===== src/rtl/issue_queue_pkg.sv =====
// Shared constants and micro-op encodings for the out-of-order issue path.
// The constants give the default widths of the issue queue parameters.
package issue_queue_pkg;

  localparam int TYPE_BIT      = 6;
  localparam int ROB_INDEX_BIT = 4;
  localparam int XLEN          = 32;

  // Bit 4 separates branch compares from plain ALU operations.
  typedef enum logic [TYPE_BIT-1:0] {
    UOP_ADD  = 6'd0,
    UOP_SUB  = 6'd1,
    UOP_AND  = 6'd2,
    UOP_OR   = 6'd3,
    UOP_XOR  = 6'd4,
    UOP_SLL  = 6'd5,
    UOP_SRL  = 6'd6,
    UOP_SRA  = 6'd7,
    UOP_SLT  = 6'd8,
    UOP_SLTU = 6'd9,
    UOP_BEQ  = 6'd16,
    UOP_BNE  = 6'd17,
    UOP_BLT  = 6'd18,
    UOP_BGE  = 6'd19,
    UOP_BLTU = 6'd20,
    UOP_BGEU = 6'd21
  } uop_e;

  function automatic logic is_branch(input logic [TYPE_BIT-1:0] op);
    return op[4];
  endfunction

endpackage


===== src/rtl/iq_age_select.sv =====
// Oldest-ready picker: grants the ready entry that no other ready entry is older than.
// age[i*DEPTH+j] = 1 means entry i is older than entry j.
module iq_age_select #(
  parameter int DEPTH = 8
) (
  input  logic [DEPTH-1:0]       ready,
  input  logic [DEPTH*DEPTH-1:0] age,
  output logic [DEPTH-1:0]       grant,
  output logic                   any_grant
);
  import issue_queue_pkg::*;

  always_comb begin
    grant = '0;
    for (int i = 0; i < DEPTH; i++) begin
      grant[i] = ready[i];
      for (int j = 0; j < DEPTH; j++) begin
        if (ready[j] && age[j*DEPTH + i]) grant[i] = 1'b0;
      end
    end
  end

  assign any_grant = |ready;

endmodule


===== src/rtl/issue_queue.sv =====
// Age-ordered issue queue: holds micro-ops until both operands arrive over the CDBs,
// then issues the oldest ready one through a registered valid/ready port.
module issue_queue #(
  parameter int DEPTH   = 8,
  parameter int TAG_W   = issue_queue_pkg::ROB_INDEX_BIT,
  parameter int OP_W    = issue_queue_pkg::TYPE_BIT,
  parameter int XLEN    = issue_queue_pkg::XLEN,
  parameter int NUM_CDB = 2
) (
  input  logic                     clk_in,
  input  logic                     rst_in,
  input  logic                     rdy_in,
  input  logic                     flush,
  input  logic                     ins_valid,
  output logic                     ins_ready,
  input  logic [OP_W-1:0]          ins_op,
  input  logic [TAG_W-1:0]         ins_rob_id,
  input  logic [XLEN-1:0]          ins_v1,
  input  logic [XLEN-1:0]          ins_v2,
  input  logic [TAG_W-1:0]         ins_q1,
  input  logic [TAG_W-1:0]         ins_q2,
  input  logic                     ins_has_dep1,
  input  logic                     ins_has_dep2,
  input  logic [NUM_CDB-1:0]       cdb_valid,
  input  logic [NUM_CDB*TAG_W-1:0] cdb_tag,
  input  logic [NUM_CDB*XLEN-1:0]  cdb_val,
  output logic                     iss_valid,
  input  logic                     iss_ready,
  output logic [OP_W-1:0]          iss_op,
  output logic [TAG_W-1:0]         iss_rob_id,
  output logic [XLEN-1:0]          iss_v1,
  output logic [XLEN-1:0]          iss_v2,
  output logic [$clog2(DEPTH):0]   occupancy
);
  import issue_queue_pkg::*;

  localparam int IDX_W = $clog2(DEPTH);
  localparam int OCC_W = IDX_W + 1;

  logic [DEPTH-1:0]       ent_vld, ent_dep1, ent_dep2;
  logic [OP_W-1:0]        ent_op  [DEPTH];
  logic [TAG_W-1:0]       ent_rob [DEPTH];
  logic [TAG_W-1:0]       ent_q1  [DEPTH];
  logic [TAG_W-1:0]       ent_q2  [DEPTH];
  logic [XLEN-1:0]        ent_v1  [DEPTH];
  logic [XLEN-1:0]        ent_v2  [DEPTH];
  logic [DEPTH*DEPTH-1:0] age;

  logic [XLEN:0]    wake1 [DEPTH];
  logic [XLEN:0]    wake2 [DEPTH];
  logic [XLEN:0]    cap1, cap2;
  logic [DEPTH-1:0] rdy_vec, grant;
  logic             any_grant, advance, issue_fire, insert;
  logic [IDX_W-1:0] sel_idx, ins_idx;
  logic [OCC_W-1:0] occ_next;
  logic             vld_p1;

  // Returns {hit, value}; the lowest matching channel wins if tags collide.
  function automatic logic [XLEN:0] cdb_match(
    input logic [TAG_W-1:0]         tag,
    input logic [NUM_CDB-1:0]       bus_vld,
    input logic [NUM_CDB*TAG_W-1:0] bus_tag,
    input logic [NUM_CDB*XLEN-1:0]  bus_val
  );
    logic [XLEN:0] hit;
    hit = '0;
    for (int c = NUM_CDB-1; c >= 0; c--) begin
      if (bus_vld[c] && bus_tag[c*TAG_W +: TAG_W] == tag)
        hit = {1'b1, bus_val[c*XLEN +: XLEN]};
    end
    return hit;
  endfunction

  for (genvar g = 0; g < DEPTH; g++) begin : g_wake
    assign wake1[g]   = cdb_match(ent_q1[g], cdb_valid, cdb_tag, cdb_val);
    assign wake2[g]   = cdb_match(ent_q2[g], cdb_valid, cdb_tag, cdb_val);
    assign rdy_vec[g] = ent_vld[g] & ~ent_dep1[g] & ~ent_dep2[g];
  end

  assign cap1 = cdb_match(ins_q1, cdb_valid, cdb_tag, cdb_val);
  assign cap2 = cdb_match(ins_q2, cdb_valid, cdb_tag, cdb_val);

  iq_age_select #(.DEPTH(DEPTH)) u_select (
    .ready     (rdy_vec),
    .age       (age),
    .grant     (grant),
    .any_grant (any_grant)
  );

  always_comb begin
    sel_idx = '0;
    ins_idx = '0;
    for (int i = DEPTH-1; i >= 0; i--) begin
      if (!ent_vld[i]) ins_idx = IDX_W'(i);
      if (grant[i])    sel_idx = IDX_W'(i);
    end
  end

  assign insert     = ins_valid & ins_ready;
  assign advance    = ~vld_p1 | iss_ready;
  assign issue_fire = advance & any_grant;
  assign occ_next   = occupancy + OCC_W'(insert) - OCC_W'(issue_fire);
  assign iss_valid  = vld_p1;

  // Entry payload and operand wake-up; validity is tracked separately below.
  always_ff @(posedge clk_in) begin
    if (rdy_in) begin
      for (int i = 0; i < DEPTH; i++) begin
        if (ent_dep1[i] && wake1[i][XLEN]) begin
          ent_dep1[i] <= 1'b0;
          ent_v1[i]   <= wake1[i][XLEN-1:0];
        end
        if (ent_dep2[i] && wake2[i][XLEN]) begin
          ent_dep2[i] <= 1'b0;
          ent_v2[i]   <= wake2[i][XLEN-1:0];
        end
      end
      if (insert) begin
        ent_op[ins_idx]   <= ins_op;
        ent_rob[ins_idx]  <= ins_rob_id;
        ent_q1[ins_idx]   <= ins_q1;
        ent_q2[ins_idx]   <= ins_q2;
        ent_dep1[ins_idx] <= ins_has_dep1 & ~cap1[XLEN];
        ent_dep2[ins_idx] <= ins_has_dep2 & ~cap2[XLEN];
        ent_v1[ins_idx]   <= (ins_has_dep1 & cap1[XLEN]) ? cap1[XLEN-1:0] : ins_v1;
        ent_v2[ins_idx]   <= (ins_has_dep2 & cap2[XLEN]) ? cap2[XLEN-1:0] : ins_v2;
      end
    end
  end

  // Stage p1: issue register, loaded from the granted entry as it is freed.
  always_ff @(posedge clk_in) begin
    if (rst_in || flush) begin
      ent_vld    <= '0;
      age        <= '0;
      vld_p1     <= 1'b0;
      iss_op     <= '0;
      iss_rob_id <= '0;
      iss_v1     <= '0;
      iss_v2     <= '0;
      occupancy  <= '0;
      ins_ready  <= 1'b1;
    end else if (rdy_in) begin
      if (issue_fire) ent_vld[sel_idx] <= 1'b0;
      if (insert) begin
        ent_vld[ins_idx] <= 1'b1;
        for (int j = 0; j < DEPTH; j++) begin
          age[int'(ins_idx)*DEPTH + j] <= 1'b0;
          age[j*DEPTH + int'(ins_idx)] <= ent_vld[j];
        end
      end
      if (advance) begin
        vld_p1 <= any_grant;
        if (any_grant) begin
          iss_op     <= ent_op[sel_idx];
          iss_rob_id <= ent_rob[sel_idx];
          iss_v1     <= ent_v1[sel_idx];
          iss_v2     <= ent_v2[sel_idx];
        end
      end
      occupancy <= occ_next;
      ins_ready <= (occ_next < OCC_W'(DEPTH));
    end
  end

endmodule


===== config.mk =====
export PLATFORM = sky130hd
export DESIGN_NAME = issue_queue
export DESIGN_NICKNAME = d
export VERILOG_FILES = /design/src/rtl/issue_queue_pkg.sv /design/src/rtl/iq_age_select.sv /design/src/rtl/issue_queue.sv
export SDC_FILE = /design/constraint.sdc
export NUM_CORES = 2
export LEC_CHECK = 0
export BUFFER_PORTS_ARGS = -buffer_cell sky130_fd_sc_hd__clkbuf_2
export CAP_MARGIN = 20
export CORE_UTILIZATION = 56
export DETAILED_ROUTE_END_ITERATION = 16
export GPL_ROUTABILITY_DRIVEN = 0
export HOLD_SLACK_MARGIN = 0.08
export MAX_ROUTING_LAYER = met4
export PLACE_DENSITY = 0.77
export SYNTH_ARGS = -nofsm -noshare
export SYNTH_HDL_FRONTEND = slang
export SYNTH_SLANG_ARGS = --single-unit

===== constraint.sdc =====
create_clock -name clk_in -period 5.2 [get_ports clk_in]
set_input_delay 0.78 -clock clk_in [delete_from_list [all_inputs] [get_ports clk_in]]
set_output_delay 0.78 -clock clk_in [all_outputs]
set_load 0.01 [all_outputs]

* Yosys cells after proc, flatten, opt, wreduce, memory -nomap -nowiden
Memory sizes are Yosys's and may differ from the RTL's. A register that Yosys moved wholly into a read port is not among the register bits. Index checks and enable logic that the tools add are counted.
Word-level totals: bits in registers 94, RAM bits 656, input bits 164, logic and storage cells 555, memories kept 6
Operators by class: add/subtract/negate cells 16, order comparisons 37, equality and inequality tests 36, multiplexer cells 253, bitwise operators 61, reductions and logical operators 139
Memory list:
- ent_v1 | words 8, width 32, read ports 1, clocked after Yosys merged registers in 1, wr ports 9, RTL line issue_queue.sv:45 | logic [XLEN-1:0] ent_v1 [DEPTH];
- ent_v2 | words 8, width 32, read ports 1, clocked after Yosys merged registers in 1, wr ports 9, RTL line issue_queue.sv:46 | logic [XLEN-1:0] ent_v2 [DEPTH];
- ent_op | words 8, width 6, read ports 1, clocked after Yosys merged registers in 1, wr ports 1, RTL line issue_queue.sv:41 | logic [OP_W-1:0] ent_op [DEPTH];
- ent_q1 | words 8, width 4, read ports 8, clocked after Yosys merged registers in 0, wr ports 1, RTL line issue_queue.sv:43 | logic [TAG_W-1:0] ent_q1 [DEPTH];
- ent_q2 | words 8, width 4, read ports 8, clocked after Yosys merged registers in 0, wr ports 1, RTL line issue_queue.sv:44 | logic [TAG_W-1:0] ent_q2 [DEPTH];
- ent_rob | words 8, width 4, read ports 1, clocked after Yosys merged registers in 1, wr ports 1, RTL line issue_queue.sv:42 | logic [TAG_W-1:0] ent_rob [DEPTH];
Operators by type and width (number):
- 33-bit 2-to-1 mux | 36
- 64-bit AND | 8
- 64-bit bitwise mux | 8
- 64-bit NOT | 7
- 1-bit 2-to-1 mux | 165
- 4-bit equality test | 36
- 1-bit logical AND | 134
- 1-bit demux with 6-bit select | 14
- 7-bit by 1-bit greater-or-equal comparator with 1-bit output (second input constant) | 11
- 7-bit < comparator (second input constant) | 11
- 32-bit 2-to-1 mux | 2
- 57-bit NOT with 64-bit output | 1
- 3-bit 2-to-1 mux | 16
- 8-bit 2-to-1 mux | 6
- 6-bit by 3-bit adder with 7-bit output (first input constant) | 4
- 6-bit by 3-bit adder with 7-bit output (second input constant) | 4
- 1-bit AND | 22
- 6-bit by 7-bit < comparator with 1-bit output (second input constant) | 3
- 1-bit NOT | 19
- 6-bit by 1-bit greater-or-equal comparator with 1-bit output (second input constant) | 3
- 8-bit bitwise mux | 2
- 6-bit by 2-bit adder with 7-bit output (second input constant) | 2
- 5-bit by 3-bit adder with 6-bit output (first input constant) | 2
- 1-bit demux with 3-bit select | 4
- other kinds (18) | 22

* Logic depth before layout (Yosys ltp)
depth after elaboration 31, depth in mapped cells 14, gate-level depth less buffers 13

* Cells and area by module
Synthesis repeated with hierarchy kept, for this count alone.
Unflattened totals: cell total of the unflattened synthesis 3715, area, all modules 44119.8 µm²
By module, submodules not included:
- issue_queue | instances 1, cells an instance 3648, area each 43685.6 µm², sequential area each 23222.3 µm²
- iq_age_select | instances 1, cells an instance 67, area each 434.2 µm², sequential area each 0.0 µm²

* Worst setup path after synthesis
No wires, ideal clock.
path type in2reg, start in cdb_tag[2], end mem ent_v1[7][0] (enable), setup time 0.466 ns, data arrival time 4.777 ns, setup slack -0.042 ns, stages on the path 7, buffers on the path 3, path through buf_2 -> buf_1 -> xor2_1 -> nor4_2 -> a31oi_1 -> clkbuf_1 -> o21ai_0
RTL lines:
- start: declaration | RTL line issue_queue.sv:25 | input logic [NUM_CDB*TAG_W-1:0] cdb_tag,
- end: declaration | RTL line issue_queue.sv:45

==> results.md <==
- Mapped Cells: 4215
- RSZ-0062 raised after global routing: false
- Most common cell after layout, fill and taps aside: edfxtp_1
- Drt first pass iters: 13
- # rows: 103
- Die width: 285.8 um
- Critical path type: reg2reg
- First-pass GRT wire length: 247100 um
- Hold Fails Final Rpt: 0
- Max Root-Sink Buffers: 3
- Switching share of power: 24.04%
- Syn nets: 4384
- HP Class: in2reg
- WP data required: 5.59 ns
- Library cells used by synthesis: 60
- Reg clk slew, reported paths: 0.06 ns
- Pleak: 16.42 nW
- Most frequent cells in the layout: edfxtp_1, o21ai_0, mux2i_1
- Final Power: 15.03 mW
- IO buf count: 243
- CTS Hold Bufs: 0
- Critical-path cell list: nor2b_1 > o21ai_0 > a21boi_0 > o21a_1 > nor2_1 > nand2_2 > clkinv_2 > buf_4 > buf_4 > or3_1 > o21ai_0
- Postcts setup bufs: 0
- Initial antenna violation count: 7
- Fin. max-slew vios: 0
- NumNets Final: 4332
- Worst Path Arrival: 4.50 ns
- Switch Pwr: 3.612 mW
- Routed via count: 39.33k
- Post-DRT Antenna Nets: 0
- Logic gate share of total power: 7.9%
- Status: finished, final reports clean
- Period utilisation layout: 79.10%
- Slew headroom: 15.85%
- Most used DFF post-synth: edfxtp_1
- H-tree depth: 3
- Core ar.: 79390 um2
- Syn Std Cell Area: 45100 um2
- Layout Area Growth over Synthesis: 11.83%
- Clock share of power: 44.1%
- CTS resizes: 0
- CP delay by family, top: buffers and inverters
- Routed WL per cell: 32.37 um
- Largest net degree at the start of global routing: 119
- DP HPWL: 92880 um
- Clk_skew: 0.03726 ns
- Number of CTS-inserted buffers: 89
- CP max stage delay: 0.71 ns
- Synth top area share: 44.75%
- Starting DRT DRC Count: 7243
- I/O Pins: 244
- CTS tree: yes
- # DRC: 0
- Worst path bufs/invs: 3
- Min Tclk post-route: 4.113 ns
- Vias in the first global route: 38.21k
- Layout cell share with drive strength beyond 1: 13.75%
- Clock root buffer: clkbuf_16
- DIE HEIGHT: 285.8 um
- Fmax: 243.1 MHz
- Setup violators final: 0
- CP max-delay cell: dfxtp_1
- Peak supply drop: 315.5 uV
- Fillers: 6121
- Total track usage: 42.20%
- Final WL: 171500 um
- Seq pwr share: 48.0%
- Clock net sink count: 824
- Post-Route Setup TNS: 0 ns
- Sequential area share after synthesis: 51.50%
- Pwr/cell area: 298.0 nW/um2
- Async SR Flop Fraction: 0%
- Area contributors post-synth: edfxtp_1, mux2i_1, or3_1
- Worst-Skew Late Latency: 0.68 ns
- Max-cap violations: 0
- Post-synth EDFFs: 672
- Max FO, Critical Path: 42
- Yosys reg bits: 824
- Worst-margin pin slew: 1.262 ns
- Dominant cell type by area after synthesis: edfxtp_1
- Multi-input gate area: 20430 um2
- Critical path startpoint category: flip-flop
- Die ar.: 81670 um2
- Syn Area/Cell: 10.70 um2
- Vias per cell: 7.423
- Internal: 11.41 mW
- Yosys warning total: 0
- Seq. cell area: 23220 um2
- Initial core utilization: 56.81%
- Crit end category: flip-flop
- Total gr overflow: 0
-- registers in the layout, summed over array words and instances (netlist names), 8 cells and up, named ones only --
name and count:
ent_dep1 8, ent_vld 8, ent_op 48, ent_q1 32, ent_rob 32, iss_v2 32, ent_dep2 8, ent_v1 256
iss_v1 32, ent_v2 256, age 56, ent_q2 32
-- power groups by stage --
stage	Sequential, mW	Clock, mW	Combinational, mW
global placement	7.35	0	1.08
detailed placement	7.35	0	1.11
global route	7.22	6.86	1.22
finish	7.22	6.63	1.18
CTS	7.21	6.60	1.12
floorplan	7.34	0	0.680
-- cell usage after synthesis, drive strengths merged (9+ instances only) --
cell type,count
edfxtp,672
o21ai,636
mux2i,579
or3,513
clkbuf,355
nand2,252
dfxtp,152
a222oi,148
buf,144
a21oi,122
nor2,117
xor2,108
a31oi,92
a31o,73
xnor2,40
nand3,38
nor3,23
a22oi,21
nor4,21
nor4bb,18
inv,14
and3,9
nor3b,9
-- logic make-up (layout without fill, tap and decap cells) --
family,count (synthesis),count (layout),share of synthesized area (%)
AOI/OAI and AO/OA,1119,1119,15.35
xor gates and xnor gates,148,148,2.874
adders and majority gates,5,5,0.1554
buffers and inverters,514,539,4.647
DFF,824,824,51.50
muxes,580,580,12.88
other,0,9,0
and+or+nand+nor,1025,1025,12.60
-- final timing paths --
check	start	to	cells after the start	slack, ns
setup / recovery	ent_vld[7]	ent_v1[0][4]	11	1.09
hold / removal	ins_rob_id[1]	ent_rob[7][1]	1	0.39
setup reg to reg	ent_vld[7]	ent_v1[0][4]	11	1.09
hold reg to reg	age[62]	age[62]	2	0.46
-- final cells by class --
cell class,count,area share (%)
Antenna cell,9,0.04466
Clock buffer,129,5.118
Clock inverter,39,0.9205
Inverter,15,0.1315
Multi-Input combinational cell,2877,40.52
Sequential cell,824,46.05
Tap cell,1050,2.605
Timing Repair Buffer,356,4.615
-- per-stage QoR --
step | cells | setup WS (ns) | utilization [%] | cell area [um2] | hold slack (ns)
2_1_floorplan | 4215 | 0.1210 | - | 45100 | 0.4267
3_3_place_gp | 5122 | 1.096 | 59.66 | 47360 | 0.4372
3_5_place_dp | 5122 | 0.9345 | 59.66 | 47360 | 0.4508
4_1_cts | 5290 | 1.312 | 63.50 | 50410 | 0.3766
5_1_grt | 5298 | 0.9887 | 63.52 | 50430 | 0.3795
6_report | 5299 | 1.087 | 63.52 | 50430 | 0.3883
-- metal layers --
layer  wire length [um]  track usage (%)  part of all wire (%)  vias up
met2              73150            61.44                    43     3939
met3              29050            12.22                    17     1068
li1                   -                -                     -    15970
met1              55970            51.56                    33    18350
met4              13370            26.48                   7.8        0
met5                  0                -                     0        -
Power figures use the tool's default switching activity.
